## src/rtl/panda_instr_fetch.sv

```systemverilog
// Panda core instruction fetch: PC generation, req/gnt/rvalid bus master,
// prefetch FIFO toward decode, and redirect flush with response discard.
module panda_instr_fetch #(
  parameter logic [31:0] BOOT_ADDR  = 32'h0000_0000,
  parameter int          FIFO_DEPTH = 2
) (
  input  logic        clk_i,
  input  logic        rst_i,
  output logic        instr_req_o,
  input  logic        instr_gnt_i,
  output logic [31:0] instr_addr_o,
  input  logic        instr_rvalid_i,
  input  logic [31:0] instr_rdata_i,
  output logic        instr_valid_o,
  input  logic        instr_ready_i,
  output logic [31:0] instr_o,
  output logic [31:0] instr_pc_o,
  input  logic        redirect_i,
  input  logic [31:0] redirect_pc_i
);

  localparam int CW = $clog2(FIFO_DEPTH + 1);
  localparam int PW = (FIFO_DEPTH > 1) ? $clog2(FIFO_DEPTH) : 1;
  localparam logic [CW:0]   DEPTH_W = (CW + 1)'(FIFO_DEPTH);
  localparam logic [PW-1:0] LAST_P  = PW'(FIFO_DEPTH - 1);

  logic [31:0]   r_fetch_pc;
  logic [31:0]   r_resp_pc;
  logic [CW-1:0] r_outstanding;
  logic [CW-1:0] r_discard;
  logic [CW-1:0] r_count;
  logic [PW-1:0] r_wptr;
  logic [PW-1:0] r_rptr;
  logic [31:0]   r_mem_instr [FIFO_DEPTH];
  logic [31:0]   r_mem_pc    [FIFO_DEPTH];

  logic [31:0]   w_fetch_pc_nxt;
  logic [31:0]   w_resp_pc_nxt;
  logic [CW-1:0] w_outstanding_nxt;
  logic [CW-1:0] w_discard_nxt;
  logic [CW-1:0] w_count_nxt;
  logic [PW-1:0] w_wptr_nxt;
  logic [PW-1:0] w_rptr_nxt;
  logic          w_grant;
  logic          w_push;
  logic          w_pop;
  logic [31:0]   w_target;
  logic [CW:0]   w_inflight;
  logic          w_unused_pc_lsb;

  function automatic logic [PW-1:0] f_inc(input logic [PW-1:0] p);
    return (p == LAST_P) ? '0 : p + PW'(1);
  endfunction

  assign w_target        = {redirect_pc_i[31:2], 2'b00};
  assign w_unused_pc_lsb = ^redirect_pc_i[1:0];

  // Outstanding requests plus buffered words never exceed the FIFO size,
  // so every response always has a slot waiting for it.
  assign w_inflight  = {1'b0, r_outstanding} + {1'b0, r_count};
  assign instr_req_o = !rst_i && (w_inflight < DEPTH_W);
  assign instr_addr_o = r_fetch_pc;

  assign w_grant = instr_req_o && instr_gnt_i;
  assign w_push  = instr_rvalid_i && !redirect_i && (r_discard == '0);
  assign w_pop   = instr_valid_o && instr_ready_i && !redirect_i;

  assign instr_valid_o = (r_count != '0);
  assign instr_o       = r_mem_instr[r_rptr];
  assign instr_pc_o    = r_mem_pc[r_rptr];

  always_comb begin
    w_fetch_pc_nxt    = r_fetch_pc;
    w_resp_pc_nxt     = r_resp_pc;
    w_outstanding_nxt = r_outstanding + CW'(w_grant) - CW'(instr_rvalid_i);
    w_discard_nxt     = r_discard;
    w_count_nxt       = r_count + CW'(w_push) - CW'(w_pop);
    w_wptr_nxt        = r_wptr;
    w_rptr_nxt        = r_rptr;
    if (redirect_i) begin
      // Everything still in flight after this cycle belongs to the old path.
      w_fetch_pc_nxt = w_target;
      w_resp_pc_nxt  = w_target;
      w_discard_nxt  = w_outstanding_nxt;
      w_count_nxt    = '0;
      w_wptr_nxt     = '0;
      w_rptr_nxt     = '0;
    end else begin
      if (w_grant) w_fetch_pc_nxt = r_fetch_pc + 32'd4;
      if (instr_rvalid_i && (r_discard != '0))
        w_discard_nxt = r_discard - CW'(1);
      if (w_push) begin
        w_resp_pc_nxt = r_resp_pc + 32'd4;
        w_wptr_nxt    = f_inc(r_wptr);
      end
      if (w_pop) w_rptr_nxt = f_inc(r_rptr);
    end
  end

  always_ff @(posedge clk_i or posedge rst_i) begin
    if (rst_i) begin
      r_fetch_pc    <= BOOT_ADDR;
      r_resp_pc     <= BOOT_ADDR;
      r_outstanding <= '0;
      r_discard     <= '0;
      r_count       <= '0;
      r_wptr        <= '0;
      r_rptr        <= '0;
    end else begin
      r_fetch_pc    <= w_fetch_pc_nxt;
      r_resp_pc     <= w_resp_pc_nxt;
      r_outstanding <= w_outstanding_nxt;
      r_discard     <= w_discard_nxt;
      r_count       <= w_count_nxt;
      r_wptr        <= w_wptr_nxt;
      r_rptr        <= w_rptr_nxt;
    end
  end

  always_ff @(posedge clk_i or posedge rst_i) begin
    if (rst_i) begin
      for (int i = 0; i < FIFO_DEPTH; i++) begin
        r_mem_instr[i] <= '0;
        r_mem_pc[i]    <= BOOT_ADDR;
      end
    end else if (w_push) begin
      r_mem_instr[r_wptr] <= instr_rdata_i;
      r_mem_pc[r_wptr]    <= r_resp_pc;
    end
  end

  a_rvalid_expected: assert property (
    @(posedge clk_i) disable iff (rst_i)
    instr_rvalid_i |-> (r_outstanding != '0));

  a_no_overflow: assert property (
    @(posedge clk_i) disable iff (rst_i)
    (w_push && !w_pop) |-> (r_count < CW'(FIFO_DEPTH)));

endmodule
```

## config.mk

```make
export PLATFORM = sky130hd
export DESIGN_NAME = panda_instr_fetch
export DESIGN_NICKNAME = d
export VERILOG_FILES = /design/src/rtl/panda_instr_fetch.sv
export SDC_FILE = /design/constraint.sdc
export NUM_CORES = 1
export LEC_CHECK = 0
export CAP_MARGIN = 15
export CORE_UTILIZATION = 45
export CTS_BUF_LIST = sky130_fd_sc_hd__clkbuf_8
export DETAILED_ROUTE_END_ITERATION = 12
export GPL_TIMING_DRIVEN = 0
export PLACE_DENSITY_LB_ADDON = 0.15
export SLEW_MARGIN = 25
export SYNTH_ARGS = -nofsm -noshare
export SYNTH_HDL_FRONTEND = slang
export SYNTH_SLANG_ARGS = --single-unit
export TNS_END_PERCENT = 1
```

## constraint.sdc

```tcl
create_clock -name clk_i -period 22.3 [get_ports clk_i]
set_clock_uncertainty 0.2 [all_clocks]
set_input_delay 6.69 -clock clk_i [delete_from_list [all_inputs] [get_ports clk_i]]
set_output_delay 6.69 -clock clk_i [all_outputs]
set_load 0.02 [all_outputs]
```

* After elaboration in Yosys (flattened, before gate mapping)
Cells that the tools add are included.
Word-level totals: output and inout port bits 98, bits of input ports 70, logic and storage cells 67, flip-flop bits (word level) 200
Operators by class: reduce and logical (&&, ||, !) cells 17, order comparisons 4, mux-type cells 23, $add $sub $neg 10, bitwise operators 2
Operators with widths (number):
- 32-bit 2-to-1 mux | 11
- 64-bit bitwise mux | 2
- 32-bit by 3-bit adder with 32-bit output (second input constant) | 2
- 32-bit demux with 1-bit select | 1
- 2-bit nonzero test | 6
- 1-bit logical AND | 8
- 1-bit 2-to-1 mux | 6
- 2-bit 2-to-1 mux | 3
- 2-bit by 1-bit adder with 2-bit output | 2
- 2-bit >= comparator (second input constant) | 2
- 1-bit inverter with 2-bit output | 2
- 2-bit by 1-bit subtractor with 2-bit output | 2
- 2-bit by 2-bit adder with 3-bit output | 1
- 3-bit by 2-bit < comparator with 1-bit output (second input constant) | 1
- 1-bit adder (second input constant) | 2
- 1-bit logical NOT | 2
- 2-bit logical NOT | 1
- 2-bit by 1-bit < comparator with 1-bit output (second input constant) | 1
- 2-bit by 1-bit subtractor with 2-bit output (second input constant) | 1

* Longest topological paths before layout
Gate-level depths: netlist of run 1.
depth after elaboration 7, gate-level depth with buffers 11, gate-level depth less buffers 11

* Worst setup path before layout of run 1
No wires, ideal clock.
path kind input to output, start point input rst_i, end point output instr_req_o, setup slack 8.223 ns, stages on the path 1, buffers on the path 0, arrival time 7.187 ns, data required time 15.410 ns, path through nor3_1
On the way: cells in the longest elaborated chain, start to end 2
RTL lines:
- start, declared | RTL line 8 | input logic rst_i,
- 1-bit logical NOT (no source line)
- 1-bit logical AND | RTL line 61 | assign instr_req_o = !rst_i && (w_inflight < DEPTH_W);
- end, declared | RTL line 9 | output logic instr_req_o,
No other way between the ends.

* Worst setup path in the final report of run 1
Same ends and word-level chain as after synthesis.

==> results of run 1 <==
==> layout make-up <==
cell class | instances | share of cell area, %
inverters | 16 | 0.573
clock buffers | 18 | 2.10
well taps | 270 | 2.87
multi-input cells | 517 | 36.6
repair buffers | 163 | 14.1
flip-flops and latches | 192 | 40.7
plain buffers | 49 | 1.69
clock inverters | 14 | 1.32
==> registers in the layout, indices dropped and copies added (netlist names) <==
signal         flops
r_outstanding      2
r_resp_pc         30
r_wptr             1
r_mem_pc          60
r_rptr             1
r_count            2
r_discard          2
r_mem_instr       64
instr_addr_o      30
==> where the power goes <==
part           switching [mW]  internal (mW)  total [mW]
combinational           0.258          0.323       0.581
sequential             0.0737          0.477       0.551
clock                   0.130          0.105       0.234
==> tightest hold or removal path, delay by kind of cell (launching register included) <==
kind / cells / cell delay [ns]
AOI/OAI and AO/OA: 1 / 0.06
DFF: 1 / 0.35
and+or+nand+nor: 1 / 0.05
==> layout by cell type, fill, tap and decap left out, types with 3 or more instances in the layout <==
cell / synthesis / final
buf_4: 4 / 4
nand2_1: 29 / 29
inv_6: 0 / 4
nor4_1: 15 / 15
a21oi_1: 5 / 5
mux2_2: 197 / 197
nand3_1: 17 / 17
or3_1: 12 / 12
xnor2_1: 16 / 16
dfrtp_1: 192 / 192
and3_1: 9 / 9
a31oi_1: 20 / 20
and2_1: 7 / 7
nand4_1: 18 / 18
and4_1: 13 / 13
o31ai_1: 7 / 7
or4_1: 11 / 11
a211oi_1: 3 / 3
nor2_1: 29 / 29
conb_1: 1 / 4
o21ai_0: 18 / 18
clkbuf_8: 0 / 18
clkinv_4: 0 / 3
inv_1: 15 / 16
nor2b_1: 9 / 9
clkdlybuf4s50_1: 0 / 161
xor2_1: 7 / 7
buf_1: 9 / 9
nand2b_1: 7 / 7
nor3_1: 9 / 9
a311oi_1: 9 / 9
ha_1: 7 / 7
clkbuf_1: 36 / 36
o31a_1: 24 / 24
==> how the worst max path moves through the flow <==
stage                 endpoint  cells past startpoint  slack (ns)
2_1_floorplan      instr_req_o                      1        8.22
3_3_place_gp   r_mem_instr[28]                      2        7.33
3_5_place_dp       instr_req_o                      3        7.29
4_1_cts            instr_req_o                      3        7.28
5_1_grt            instr_req_o                      3        7.21
6_report           instr_req_o                      3        7.29
==> Yosys cell counts, types with 2 or more instances <==
cell	n	area share, %
mux2i_1	2	0.21
o21ai_0	18	0.96
a211oi_1	3	0.24
mux2_2	197	24
ha_1	7	0.94
or4_1	11	0.88
nand2_1	29	1.2
nand3_1	17	0.91
and3_1	9	0.60
a21oi_1	5	0.27
nor2_1	29	1.2
a311oi_1	9	0.84
and4_1	13	1.2
nor4_1	15	1.0
buf_4	4	0.32
a31oi_1	20	1.3
o31ai_1	7	0.56
o31a_1	24	2.2
xor2_1	7	0.65
inv_1	15	0.60
a221oi_1	2	0.19
or3_1	12	0.80
nand4_1	18	1.2
buf_1	9	0.36
clkbuf_1	36	1.4
nor2b_1	9	0.60
xnor2_1	16	1.5
nor3_1	9	0.48
dfrtp_1	192	51
or2_2	2	0.13
nand2b_1	7	0.47
and2_1	7	0.47
==> cells by family (layout without fill, tap and decap cells) <==
logic type / count (synthesis) / count (layout)
compound gates: 91 / 91
xor+xnor: 23 / 23
fa+ha+maj: 8 / 8
buf+inv: 65 / 260
flops: 192 / 192
mux: 199 / 199
other cells: 1 / 4
simple gates: 192 / 192
==> per-stage QoR <==
stage / area, um2 / setup WS (ns)
after floorplan: 9380 / 8.22
after global placement: 11300 / 7.33
after detailed placement: 11400 / 7.29
after CTS: 11800 / 7.28
after global routing: 11800 / 7.21
final: 11800 / 7.29
==> layer usage <==
metal,track usage (%),wire (um),share of wire (%),vias up
met5,0,0,0,-
met4,7.97,435,1.9,0
met3,3.69,1100,4.8,31
met2,34.5,10400,45,203
met1,31.5,10900,48,3361
li1,-,-,-,3228
==> impl_metrics.tcl, run 1 <==
set metrics [dict create \
    hold_end "r_mem_pc[16]" \
    htree_levels 4 \
    tightest_slew_ns 0.899 \
    critPathCaptureType "output port" \
    ir_drop_mv 0.0497 \
    clkTransAtPathRegs_ns 0.09 \
    rrSetupSlack_ns 18.97 \
    total_power_mw 1.37 \
    async_reset_ff_share_pct 100 \
    worst-path-buf-inv 2 \
    synth-simple-area-share_pct 11.8 \
    hold_ws_ns 0.285 \
    avgSynthCellArea_um2 12.1 \
    crit_path_max_fanout 3 \
    area.sequential_um2 4800 \
    max_freq_mhz 66.6 \
    insertion_delay_ns 0.47 \
    die-area_um2 21400 \
    ys.flop_type "dfrtp_1" \
    die_y_um 146 \
    yosysUniqueCellTypes 43 \
    worstHoldStart "r_mem_pc[16]" \
    fin_nets 1034 \
    drive_above_1_share_pct 24.8 \
    die_x_um 146 \
    r2r_end "instr_addr_o[31]" \
    cts.repair.resized 0 \
    rsz0062_at_grt "no" \
    numCtsBuffers 17 \
    fin_crit_sh_pct 67.3 \
    grt_pass1_wl_um 37000 \
    first_iter_violations 245 \
    port_buffers 161 \
    hp-class "flop to flop" \
    startpoint "rst_i" \
    drc 0 \
    drtPass1Iterations 5 \
    num_rows 52 \
    critPathTopFamily "buffers and inverters" \
    synth_compound_area_share_pct 6.92 \
    antenna_found_initial 0 \
    vias 6823 \
    cts-root-buf "clkbuf_8" \
    post-cts-setup-buffers 0 \
    antenna_cells 0 \
    grt_use_total_pct 22.2 \
    crit_required_ns 15.41 \
    synthAdderAreaFrac_pct 1.15 \
    outcome "finished clean" \
    seq_area_frac_synth_pct 51.3 \
    dp_cells 1207 \
    synth_warnings 0 \
    setup_violations 0 \
    finalWeightedCongestion 0.872 \
    grt_pass1_vias 6824 \
    finalWirelength_um 22900 \
    overflow 0 \
    syn_to_final_growth_pct 25.9 \
    cp_common_cell "clkdlybuf4s50_1" \
    critPathSlowestCell "clkdlybuf4s50_1" \
    start_util_pct 46.1 \
    clockBufferDepth 2 \
    critical_path.startpoint_type "input pin" \
    place_hpwl_um 16400 \
    synthMuxAreaShare_pct 23.9 \
    synth_top_family_by_area "multiplexers" \
    synth_seq_cells 192 \
    r2r_cells 7 \
    relSlewSlack_pct 39.8 \
    cp.arrival_ns 8.12 \
    yosys.area_share.xor_xnor_pct 2.15 \
    grt_max_degree 84 \
    power-per-cell-area_nw_per_um2 116 \
    coreArea_um2 20300 \
    synth_cells 771 \
    cpPeakStageDelay_ns 0.63 \
    finalHoldViolCount 0 \
    finish.utilization_pct 58.1 \
    finalMaxSlewViolations 0 \
    syn_area_um2 9370 \
    multiInputGateArea_um2 4310 \
    nFillCells 1783 \
    holdPathStages 2 \
    cts_hold_buf 0 \
    tns_ns 0 \
    fin_cells 1239 \
    period_needed_ns 15.01 \
    vias_per_cell 5.51 \
    antenna_violating_nets_post_route 0 \
    ios 168 \
    cap_violations 0 \
    clock_sinks 192 \
    cts_tree "done" \
    path_class "input pin to output port" \
    synth_edf_count 0 \
    drt-wirelength-per-cell_um 18.5 \
    worstPathCellList "clkdlybuf4s50_1, nor3_1, clkdlybuf4s50_1" \
    rr_startpoint "r_count[0]" \
    p_leak_nw 4.79 \
]
Power figures use the tool's default switching activity.
==> run 2: changes to the inputs <==
==> constraint.sdc (replaced) <==
create_clock -name clk_i -period 15.1 [get_ports clk_i]
set_clock_uncertainty 0.2 [all_clocks]
set_input_delay 4.53 -clock clk_i [delete_from_list [all_inputs] [get_ports clk_i]]
set_output_delay 4.53 -clock clk_i [all_outputs]
set_load 0.02 [all_outputs]
==> results of run 2 <==
The final DEF is identical to that of run 1. Status: finished clean.
Main changes from that run: setup slack after placement 7.29 ns -> 4.41 ns; setup slack after layout 7.29 ns -> 4.41 ns; register-to-register setup slack 18.97 ns -> 11.77 ns; total power 1.37 mW -> 2.02 mW; worst IR drop on VDD 0.0497 mV -> 0.0734 mV
==> run 3: changes to the inputs <==
==> constraint.sdc (replaced) <==
create_clock -name clk_i -period 10.2 [get_ports clk_i]
set_clock_uncertainty 0.2 [all_clocks]
set_input_delay 3.06 -clock clk_i [delete_from_list [all_inputs] [get_ports clk_i]]
set_output_delay 3.06 -clock clk_i [all_outputs]
set_load 0.02 [all_outputs]
==> results of run 3 <==
The final DEF is identical to that of run 1. Status: finished clean.
Main changes from that run: setup slack after placement 7.29 ns -> 2.45 ns; setup slack after layout 7.29 ns -> 2.45 ns; register-to-register setup slack 18.97 ns -> 6.87 ns; total power 1.37 mW -> 2.99 mW; worst IR drop on VDD 0.0497 mV -> 0.109 mV
